File: src/rtl/dma_write_engine.sv
// DMA write engine.
// Reads 64-bit beats from a dual-port SRAM as word pairs and streams them to
// a DMA write channel after issuing one control request. A two-entry beat
// FIFO absorbs the one-cycle SRAM read latency and downstream back-pressure.
module dma_write_engine #(
  parameter int ADDR_W     = 16,
  parameter int FIFO_DEPTH = 2
) (
  input  logic              clk,
  input  logic              rst,
  input  logic              start,
  input  logic [31:0]       cfg_index,
  input  logic [15:0]       cfg_beats,
  input  logic [ADDR_W-1:0] cfg_sram_base,
  output logic [ADDR_W-1:0] sram_addr0,
  output logic [ADDR_W-1:0] sram_addr1,
  input  logic [31:0]       sram_rdata0,
  input  logic [31:0]       sram_rdata1,
  output logic              dma_write_ctrl_valid,
  input  logic              dma_write_ctrl_ready,
  output logic [31:0]       dma_write_ctrl_data_index,
  output logic [31:0]       dma_write_ctrl_data_length,
  output logic [2:0]        dma_write_ctrl_data_size,
  output logic              dma_write_chnl_valid,
  input  logic              dma_write_chnl_ready,
  output logic [63:0]       dma_write_chnl_data,
  output logic              write_done
);

  // FIFO pointers wrap naturally, so the depth must stay a power of two.
  localparam int PTR_W = (FIFO_DEPTH > 1) ? $clog2(FIFO_DEPTH) : 1;
  localparam int OCC_W = $clog2(FIFO_DEPTH + 1);

  typedef enum logic [1:0] {IDLE, CTRL, XFER, DONE} state_e;

  state_e            state_q, state_d;
  logic [31:0]       index_q, index_d;
  logic [15:0]       beats_q, beats_d;
  logic [2:0]        size_q, size_d;
  logic [ADDR_W-1:0] rd_ptr_q, rd_ptr_d;
  logic [15:0]       issued_q, issued_d;
  logic [15:0]       accepted_q, accepted_d;
  logic              ctrl_valid_q, ctrl_valid_d;
  logic              write_done_q, write_done_d;
  logic              inflight_q, inflight_d;
  logic [63:0]       fifo_q [FIFO_DEPTH];
  logic [63:0]       fifo_d [FIFO_DEPTH];
  logic [PTR_W-1:0]  wr_ptr_q, wr_ptr_d;
  logic [PTR_W-1:0]  rd_idx_q, rd_idx_d;
  logic [OCC_W-1:0]  occ_q, occ_d;

  logic ctrl_hs;
  logic chnl_valid;
  logic chnl_accept;
  logic room_ok;
  logic issue;
  logic push;

  // Handshakes, read-issue throttle and combinational SRAM addressing.
  always_comb begin
    ctrl_hs     = ctrl_valid_q && dma_write_ctrl_ready;
    chnl_valid  = (occ_q != '0);
    chnl_accept = chnl_valid && dma_write_chnl_ready;
    // A new read may land only if, counting the read already in flight and
    // the beat leaving this cycle, one FIFO slot is still free for it.
    room_ok     = (int'(occ_q) + int'(inflight_q)) <= (FIFO_DEPTH - 1 + int'(chnl_accept));
    issue       = (state_q == XFER) && (issued_q < beats_q) && room_ok;
    push        = inflight_q;
    sram_addr0  = issue ? rd_ptr_q : '0;
    sram_addr1  = issue ? (rd_ptr_q + ADDR_W'(1)) : '0;
  end

  // Next-state logic for the FSM, counters, read pointer and beat FIFO.
  always_comb begin
    // NOTE: every _d gets a default first so no path leaves it unassigned
    // and infers a latch.
    state_d      = state_q;
    index_d      = index_q;
    beats_d      = beats_q;
    size_d       = size_q;
    rd_ptr_d     = rd_ptr_q;
    issued_d     = issued_q;
    accepted_d   = accepted_q;
    ctrl_valid_d = ctrl_valid_q;
    write_done_d = 1'b0;
    inflight_d   = issue;
    fifo_d       = fifo_q;
    wr_ptr_d     = wr_ptr_q;
    rd_idx_d     = rd_idx_q;
    occ_d        = occ_q;

    unique case (state_q)
      IDLE: begin
        if (start) begin
          index_d    = cfg_index;
          beats_d    = cfg_beats;
          size_d     = 3'b010;
          rd_ptr_d   = cfg_sram_base;
          issued_d   = '0;
          accepted_d = '0;
          if (cfg_beats == 16'd0) begin
            state_d      = DONE;
            write_done_d = 1'b1;
          end else begin
            state_d      = CTRL;
            ctrl_valid_d = 1'b1;
          end
        end
      end
      CTRL: begin
        if (ctrl_hs) begin
          ctrl_valid_d = 1'b0;
          state_d      = XFER;
        end
      end
      XFER: begin
        if (chnl_accept && (accepted_q + 16'd1 == beats_q)) begin
          state_d      = DONE;
          write_done_d = 1'b1;
        end
      end
      DONE: begin
        state_d = IDLE;
      end
      default: state_d = IDLE;
    endcase

    if (issue) begin
      issued_d = issued_q + 16'd1;
      rd_ptr_d = rd_ptr_q + ADDR_W'(2);
    end

    if (chnl_accept) begin
      accepted_d = accepted_q + 16'd1;
      rd_idx_d   = rd_idx_q + PTR_W'(1);
    end

    if (push) begin
      fifo_d[wr_ptr_q] = {sram_rdata1, sram_rdata0};
      wr_ptr_d         = wr_ptr_q + PTR_W'(1);
    end

    occ_d = occ_q + OCC_W'(push) - OCC_W'(chnl_accept);
  end

  // State register with synchronous active-low reset.
  always_ff @(posedge clk) begin
    if (!rst) begin
      // NOTE: sequential state uses non-blocking assignments only, so every
      // flop samples pre-edge values regardless of statement order.
      state_q      <= IDLE;
      index_q      <= '0;
      beats_q      <= '0;
      size_q       <= '0;
      rd_ptr_q     <= '0;
      issued_q     <= '0;
      accepted_q   <= '0;
      ctrl_valid_q <= 1'b0;
      write_done_q <= 1'b0;
      inflight_q   <= 1'b0;
      wr_ptr_q     <= '0;
      rd_idx_q     <= '0;
      occ_q        <= '0;
      // NOTE: the beat storage is reset too; it is only two entries and the
      // channel data output must read 0 straight out of reset.
      for (int i = 0; i < FIFO_DEPTH; i++) fifo_q[i] <= '0;
    end else begin
      state_q      <= state_d;
      index_q      <= index_d;
      beats_q      <= beats_d;
      size_q       <= size_d;
      rd_ptr_q     <= rd_ptr_d;
      issued_q     <= issued_d;
      accepted_q   <= accepted_d;
      ctrl_valid_q <= ctrl_valid_d;
      write_done_q <= write_done_d;
      inflight_q   <= inflight_d;
      wr_ptr_q     <= wr_ptr_d;
      rd_idx_q     <= rd_idx_d;
      occ_q        <= occ_d;
      fifo_q       <= fifo_d;
    end
  end

  assign dma_write_ctrl_valid       = ctrl_valid_q;
  assign dma_write_ctrl_data_index  = index_q;
  assign dma_write_ctrl_data_length = {16'b0, beats_q};
  assign dma_write_ctrl_data_size   = size_q;
  assign dma_write_chnl_valid       = chnl_valid;
  assign dma_write_chnl_data        = fifo_q[rd_idx_q];
  assign write_done                 = write_done_q;

endmodule

File: config.mk
export PLATFORM = sky130hd
export DESIGN_NAME = dma_write_engine
export DESIGN_NICKNAME = d
export VERILOG_FILES = /design/src/rtl/dma_write_engine.sv
export SDC_FILE = /design/constraint.sdc
export NUM_CORES = 1
export LEC_CHECK = 0
export ABC_AREA = 0
export CORE_MARGIN = 2
export CORE_UTILIZATION = 30
export CTS_CLUSTER_DIAMETER = 30
export DETAILED_ROUTE_END_ITERATION = 8
export DONT_BUFFER_PORTS = 1
export GPL_TIMING_DRIVEN = 0
export MAX_ROUTING_LAYER = met4
export PLACE_DENSITY = 0.53
export RECOVER_POWER = 25
export SETUP_SLACK_MARGIN = 0.2
export SLEW_MARGIN = 20
export SYNTH_ARGS = -nofsm -noshare
export SYNTH_HDL_FRONTEND = slang
export SYNTH_SLANG_ARGS = --single-unit
File: constraint.sdc
create_clock -name clk -period 3.5 [get_ports clk]
set_input_delay 0.525 -clock clk [delete_from_list [all_inputs] [get_ports clk]]
set_output_delay 0.525 -clock clk [all_outputs]
set_load 0.005 [all_outputs]
# Yosys cells after proc, flatten, opt, wreduce, memory -nomap -nowiden
# Cells that the tools add are included.
[classes]
n_addsub = 10
n_lt_le_gt_ge = 5
n_eq_ne = 8
n_mux = 28
n_bitwise = 2
n_reduce_logical = 19
[ops]
columns = ["op", "n"]
rows = [
  ["two-way mux 64 bit", 4],
  ["two-way mux 16 bit", 9],
  ["bitwise mux 128 bit", 1],
  ["demux 64 bit (select 1 bit)", 1],
  ["adder 16 x 1 -> 16 bit, second input constant", 3],
  ["adder 16 x 2 -> 16 bit, second input constant", 1],
  ["equality test 16 bit", 1],
  ["zero test 16 bit", 1],
  ["< comparator 16 bit", 1],
  ["nonzero test 2 bit", 6],
  ["two-way mux 2 bit", 4],
  ["one-hot mux 2 bit (4 select lines)", 1],
  ["logical AND 1 bit", 6],
  ["two-way mux 1 bit", 6],
  ["!= test 2 bit, second input constant", 3],
  ["AND reduction 2 bit", 3],
  ["equality test 2 bit, second input constant", 2],
  [">= comparator 2 bit, second input constant", 2],
  ["NOT 1 -> 2 bit", 2],
  ["one-hot mux 1 bit (2 select lines)", 2],
  ["AND reduction 4 bit", 1],
  ["adder 2 x 1 -> 3 bit", 1],
  ["<= comparator 3 x 2 -> 1 bit", 1],
  ["AND reduction 3 bit", 1],
  ["8 further kinds", 9],
]
[word_totals]
ff_bits = 234
output_inout_bits = 166

# Logic depth before layout (Yosys ltp)
[logic_depth]
depth_word = 7
depth_mapped = 12
ltp_nobuf = 10

# Worst setup path before layout
# Ideal clock, no wire load.
[synth_timing]
kind = "reg-to-output"
start = "register occ_q[1]"
end = "output port sram_addr1[15]"
arrival_ps = 2818
t_required_ps = 2975
path_slack_ps = 157
stages_incl_launch_ff = 12
path_cell_list = "dfxtp_1 or2_2 nand2_1 buf_1 fa_1 nor3b_1 o21ai_0 o2111ai_1 a21o_1 buf_2 buf_1 nor2_1"
[synth_between]
elab_chain_cells = 6
[synth_lines]
columns = ["element", "line_no", "rtl"]
rows = [
  ["from (decl)", "50", "logic [OCC_W-1:0] occ_q, occ_d;"],
  ["from (signal assigned)", "163", "occ_q <= '0;"],
  ["from (signal assigned)", "180", "occ_q <= occ_d;"],
  ["nonzero test 2 bit", "62", "chnl_valid = (occ_q != '0);"],
  ["net dma_write_chnl_valid", "24", "output logic dma_write_chnl_valid,"],
  ["logical AND 1 bit", "63", "chnl_accept = chnl_valid && dma_write_chnl_ready;"],
  ["adder 1 x 1 -> 2 bit", "66", "room_ok = (int'(occ_q) + int'(inflight_q)) <= (FIFO_DEPTH - 1 + int'(chnl_accept));"],
  ["<= comparator 3 x 2 -> 1 bit", "66", ""],
  ["logical AND 1 bit", "67", "issue = (state_q == XFER) && (issued_q < beats_q) && room_ok;"],
  ["two-way mux 16 bit", "70", "sram_addr1 = issue ? (rd_ptr_q + ADDR_W'(1)) : '0;"],
  ["to (decl)", "16", "output logic [ADDR_W-1:0] sram_addr1,"],
]
# The timed path passes the listed nets, and every way through them passes these cells.

# Worst setup path after layout
[layout_timing]
start = "register occ_q[1]"
end = "output port sram_addr1[8]"
# Same word-level chain as after synthesis.

==> key figures <==
Run status
  – Status: finished with violations
  – Failing checks: setup timing

Floorplanning
  – Chip width: 198 um
  – Die H: 198 um
  – # rows: between 70 and 80
  – Die area: a little under 40,000 um^2
  – # IOs: 299
  – Initial Util: 30.3%
  – Core Footprint: 37,400 um^2

Critical path
  – WP buf/inv: 3
  – CP max stage delay: 400 ps
  – Startpoint Class: flip-flop
  – CP top delay family: compound AO/OA/AOI/OAI gates
  – Crit end category: primary output
  – Setup Crit Path Kind: reg2out
  – Worst EP required: between 2000 and 3000 ps
  – Critical Path Fanout Max: 10
  – Worst r2r path cells: 12
  – Crit path max-delay cell type: fa_1
  – R2R Setup Slk: 160 ps
  – Most Frequent Cell on Critical Path: buf_12
  – Stages on worst setup path: 11
  – WP data arrival: 3060 ps
  – Ordered list of cells on the worst path: or2_4 > nand2_8 > buf_8 > fa_1 > nor3b_2 > o21ai_2 > o2111ai_4 > a21o_4 > buf_12 > buf_12 > nor2_4

Logic synthesis
  – Asr flop ratio synth: 0%
  – Post-synthesis sequential area ratio: 41.3%
  – Syn Area/Cell: 7.71 um^2
  – Syn Inst Count: 1,470
  – Post-synth top flop: dfxtp_1
  – Synth Warn #: 0
  – Number of synthesized register bits: approximately 230
  – Cell Area, Synth: between 10,000 and 15,000 um^2
  – Distinct cell type count after synthesis: 64
  – Post-synth EDFFs: 0

STA
  – Period utilization: 102%
  – Worst-Margin Slew: 1160 ps
  – Slew Limit Fails: 0
  – Final setup fails: 32
  – Setup Skew: between 20 and 25 ps
  – Slew margin rel.: 22.8%
  – Unrepaired setup endpoints after global routing: true
  – Tmin final: 3590 ps
  – Max Freq: 0.279 GHz
  – Fin. Hold Viols: 0
  – Final WS setup: -85.8 ps

Drt
  – Drt total wl: 40.6 mm
  – DR WL/cell: 18.9 um
  – DRT iter0 DRCs: 651
  – Via-to-Cell Ratio: about 5
  – Pre-Repair DR Iteration Count: 5
  – Vias: around 11,000
  – Final ANT Viol Nets: 0
  – DRC Markers: 0

Power
  – Sw Pwr: 3.24 mW
  – Clk network pwr share: 58.0%
  – Power density over the cells: 771 nW/um^2
  – Sequential Power Share: 26.5%
  – Power Internal: 8.41 mW
  – Comb pwr share: 15.4%
  – Worst VDD drop: 0.354 mV
  – Static leakage: 5.54 nW
  – Switching portion of total power: 27.8%
  – Final Power: 11.6 mW

Finish
  – Sequential cell area: 4690 um^2
  – Final nets: between 1,500 and 2,000
  – Utilization after layout: 40.4%
  – Design Area, Final: 15,100 um^2
  – Fillers: 3,798
  – Area Overhead vs Synth: 33.1%
  – Multi-input logic area: 6300 um^2
  – Layout cells sized above 1: about 17%

Min path
  – Worst hold path stage count: 2
  – Hold Crit Class: in2reg

Place
  – # port buffers: 0
  – Placed Area: between 10,000 and 15,000 um^2
  – Hpwl dp: 28.1 mm
  – Routability-driven placement congestion ratio: 0.865

Clock tree
  – CTS buffer count: 73
  – H-tree levels: 3
  – CTS tree: yes
  – Clk root buf: clkbuf_16
  – Post-CTS Hold Buffers: 0
  – Skew-Pair Late Insertion Delay: 560 ps
  – Clk slew on worst S/H paths: 40 ps
  – Clk sinks: 234
  – Maximum clock insertion buffer count: 3

Global route
  – Tot GR Track Use: a little over a fifth
  – Number of global-route vias before repair: 10,692
  – Pin count of the biggest net entering global routing: 11
  – Grt total ovfl: 0
  – First-pass GRT wire length: 61.5 mm
  – Initial antenna violation count: 1

Run
  – Max Cap Violations: 0
==> state kept, by name, summed over array words and instances (netlist names), 2 cells and up <==
name and flops:
beats_q 16, issued_q 16, fifo_q 128, dma_write_ctrl_data_index 32, accepted_q 16, occ_q 2, rd_ptr_q 16, state_q 2
==> Yosys cell counts, types with 13 or more instances <==
library cell	number	area (um^2)
and2_1	24	150
xor2_1	13	114
inv_1	33	124
dfxtp_1	234	4680
nand4_1	20	125
nand2_1	408	1530
buf_4	19	143
ha_1	27	338
nor2_1	68	255
xnor2_1	27	236
mux2_2	66	743
o21ai_0	42	210
a21oi_1	202	1010
nor3_1	18	90.1
and3_1	17	106
nor4_1	15	93.8
clkbuf_1	75	282
buf_1	19	71.3
nand3_1	28	140
==> per-layer routing <==
layer	vias up	GRT usage (%)	wire, um
li1	5234	-	-
met1	5072	24.4	16700
met5	-	-	0
met4	0	8.15	1200
met3	78	6.93	3860
met2	387	33.2	18900
==> logic make-up after synthesis <==
group	count (synthesis)	share of synthesized area [%]
flip-flops	234	41.3
buffers and inverters	153	5.76
XOR/XNOR	40	3.09
other	1	0.0331
multiplexers	67	6.64
AO/OA/AOI/OAI	309	15.4
adder cells (fa/ha/maj)	28	3.16
AND/OR/NAND/NOR	638	24.6
==> cell usage in the layout (no fill, tap or decap), types with 4 or more instances in the layout <==
| cell | netlist | layout |
|---|---|---|
| dfxtp_1 | 234 | 232 |
| nand4_1 | 20 | 20 |
| o211ai_1 | 5 | 5 |
| buf_1 | 19 | 16 |
| a21oi_1 | 202 | 201 |
| clkinv_2 | 0 | 18 |
| xnor2_1 | 27 | 27 |
| and3_1 | 17 | 17 |
| nand2b_1 | 4 | 4 |
| o21ai_0 | 42 | 41 |
| xor2_1 | 13 | 13 |
| clkbuf_8 | 0 | 11 |
| conb_1 | 1 | 18 |
| and2_4 | 0 | 15 |
| ha_1 | 27 | 27 |
| mux2_2 | 66 | 66 |
| nor3_1 | 18 | 18 |
| a311oi_1 | 6 | 6 |
| buf_4 | 19 | 38 |
| nor2b_1 | 6 | 6 |
| nor3b_1 | 11 | 10 |
| and2_1 | 24 | 9 |
| or3_1 | 4 | 4 |
| nor2_4 | 0 | 17 |
| a21o_1 | 6 | 5 |
| nor2_1 | 68 | 51 |
| buf_2 | 6 | 4 |
| bufinv_16 | 0 | 11 |
| a31oi_1 | 11 | 11 |
| clkbuf_16 | 0 | 76 |
| nand3_1 | 28 | 28 |
| nor4_1 | 15 | 14 |
| nand2_1 | 408 | 407 |
| a211oi_1 | 6 | 5 |
| clkbuf_1 | 75 | 86 |
| inv_1 | 33 | 33 |
| o311ai_0 | 4 | 4 |
==> repair_timing <==
action | in CTS | in global routing
pin swaps | 14 | 4
resized for setup | 88 | 8
endpoints found under the setup margin | 65 | 44
cloned | 2 | 0
setup buffers | 14 | 5
==> through the flow <==
stage	setup TNS [ps]	hold slack, ps	setup slack, ps	cells
3_3_place_gp	-25690	437	-772	1998
6_report	-1670	90.4	-85.8	2152
3_5_place_dp	-27020	443	-780	1998
2_1_floorplan	0	433	316	1487
5_1_grt	-4290	67.2	-162	2151
4_1_cts	-2970	62.1	-121	2145
==> power by group through the flow <==
stage               clock network [mW]  registers [mW]  logic, mW
floorplan                            0            3.04       1.10
global placement                     0            3.13       1.55
global route                      7.03            3.11       1.98
CTS                               6.85            3.09       1.77
detailed placement                   0            3.13       1.57
finish                            6.76            3.09       1.80
==> area by class of cell <==
class	instances	share of cell area, %
inverter	34	0.846
antenna	2	0.0332
timing repair buffer	21	1.20
sequential	234	31.1
clock buffer	98	13.7
buffer	119	4.05
clock inverter	33	3.05
multi-input combinational	1100	41.8
tap	511	4.24
==> worst reg2reg max path: cells and delay by family, from the launching register on <==
| kind | cells | cell delay, ps |
|---|---|---|
| and+or+nand+nor | 4 | 610 |
| buffers and inverters | 3 | 690 |
| AOI/OAI and AO/OA | 4 | 1150 |
| adders and majority gates | 1 | 400 |
| DFF | 1 | 330 |
==> worst paths after layout <==
kind | start | to
max reg2reg | occ_q[1] | issued_q[5]
max | occ_q[1] | sram_addr1[8]
min | sram_rdata0[14] | fifo_q[78]
min reg2reg | fifo_q[15] | fifo_q[15]
No activity file was read; power rests on OpenSTA's default activity.
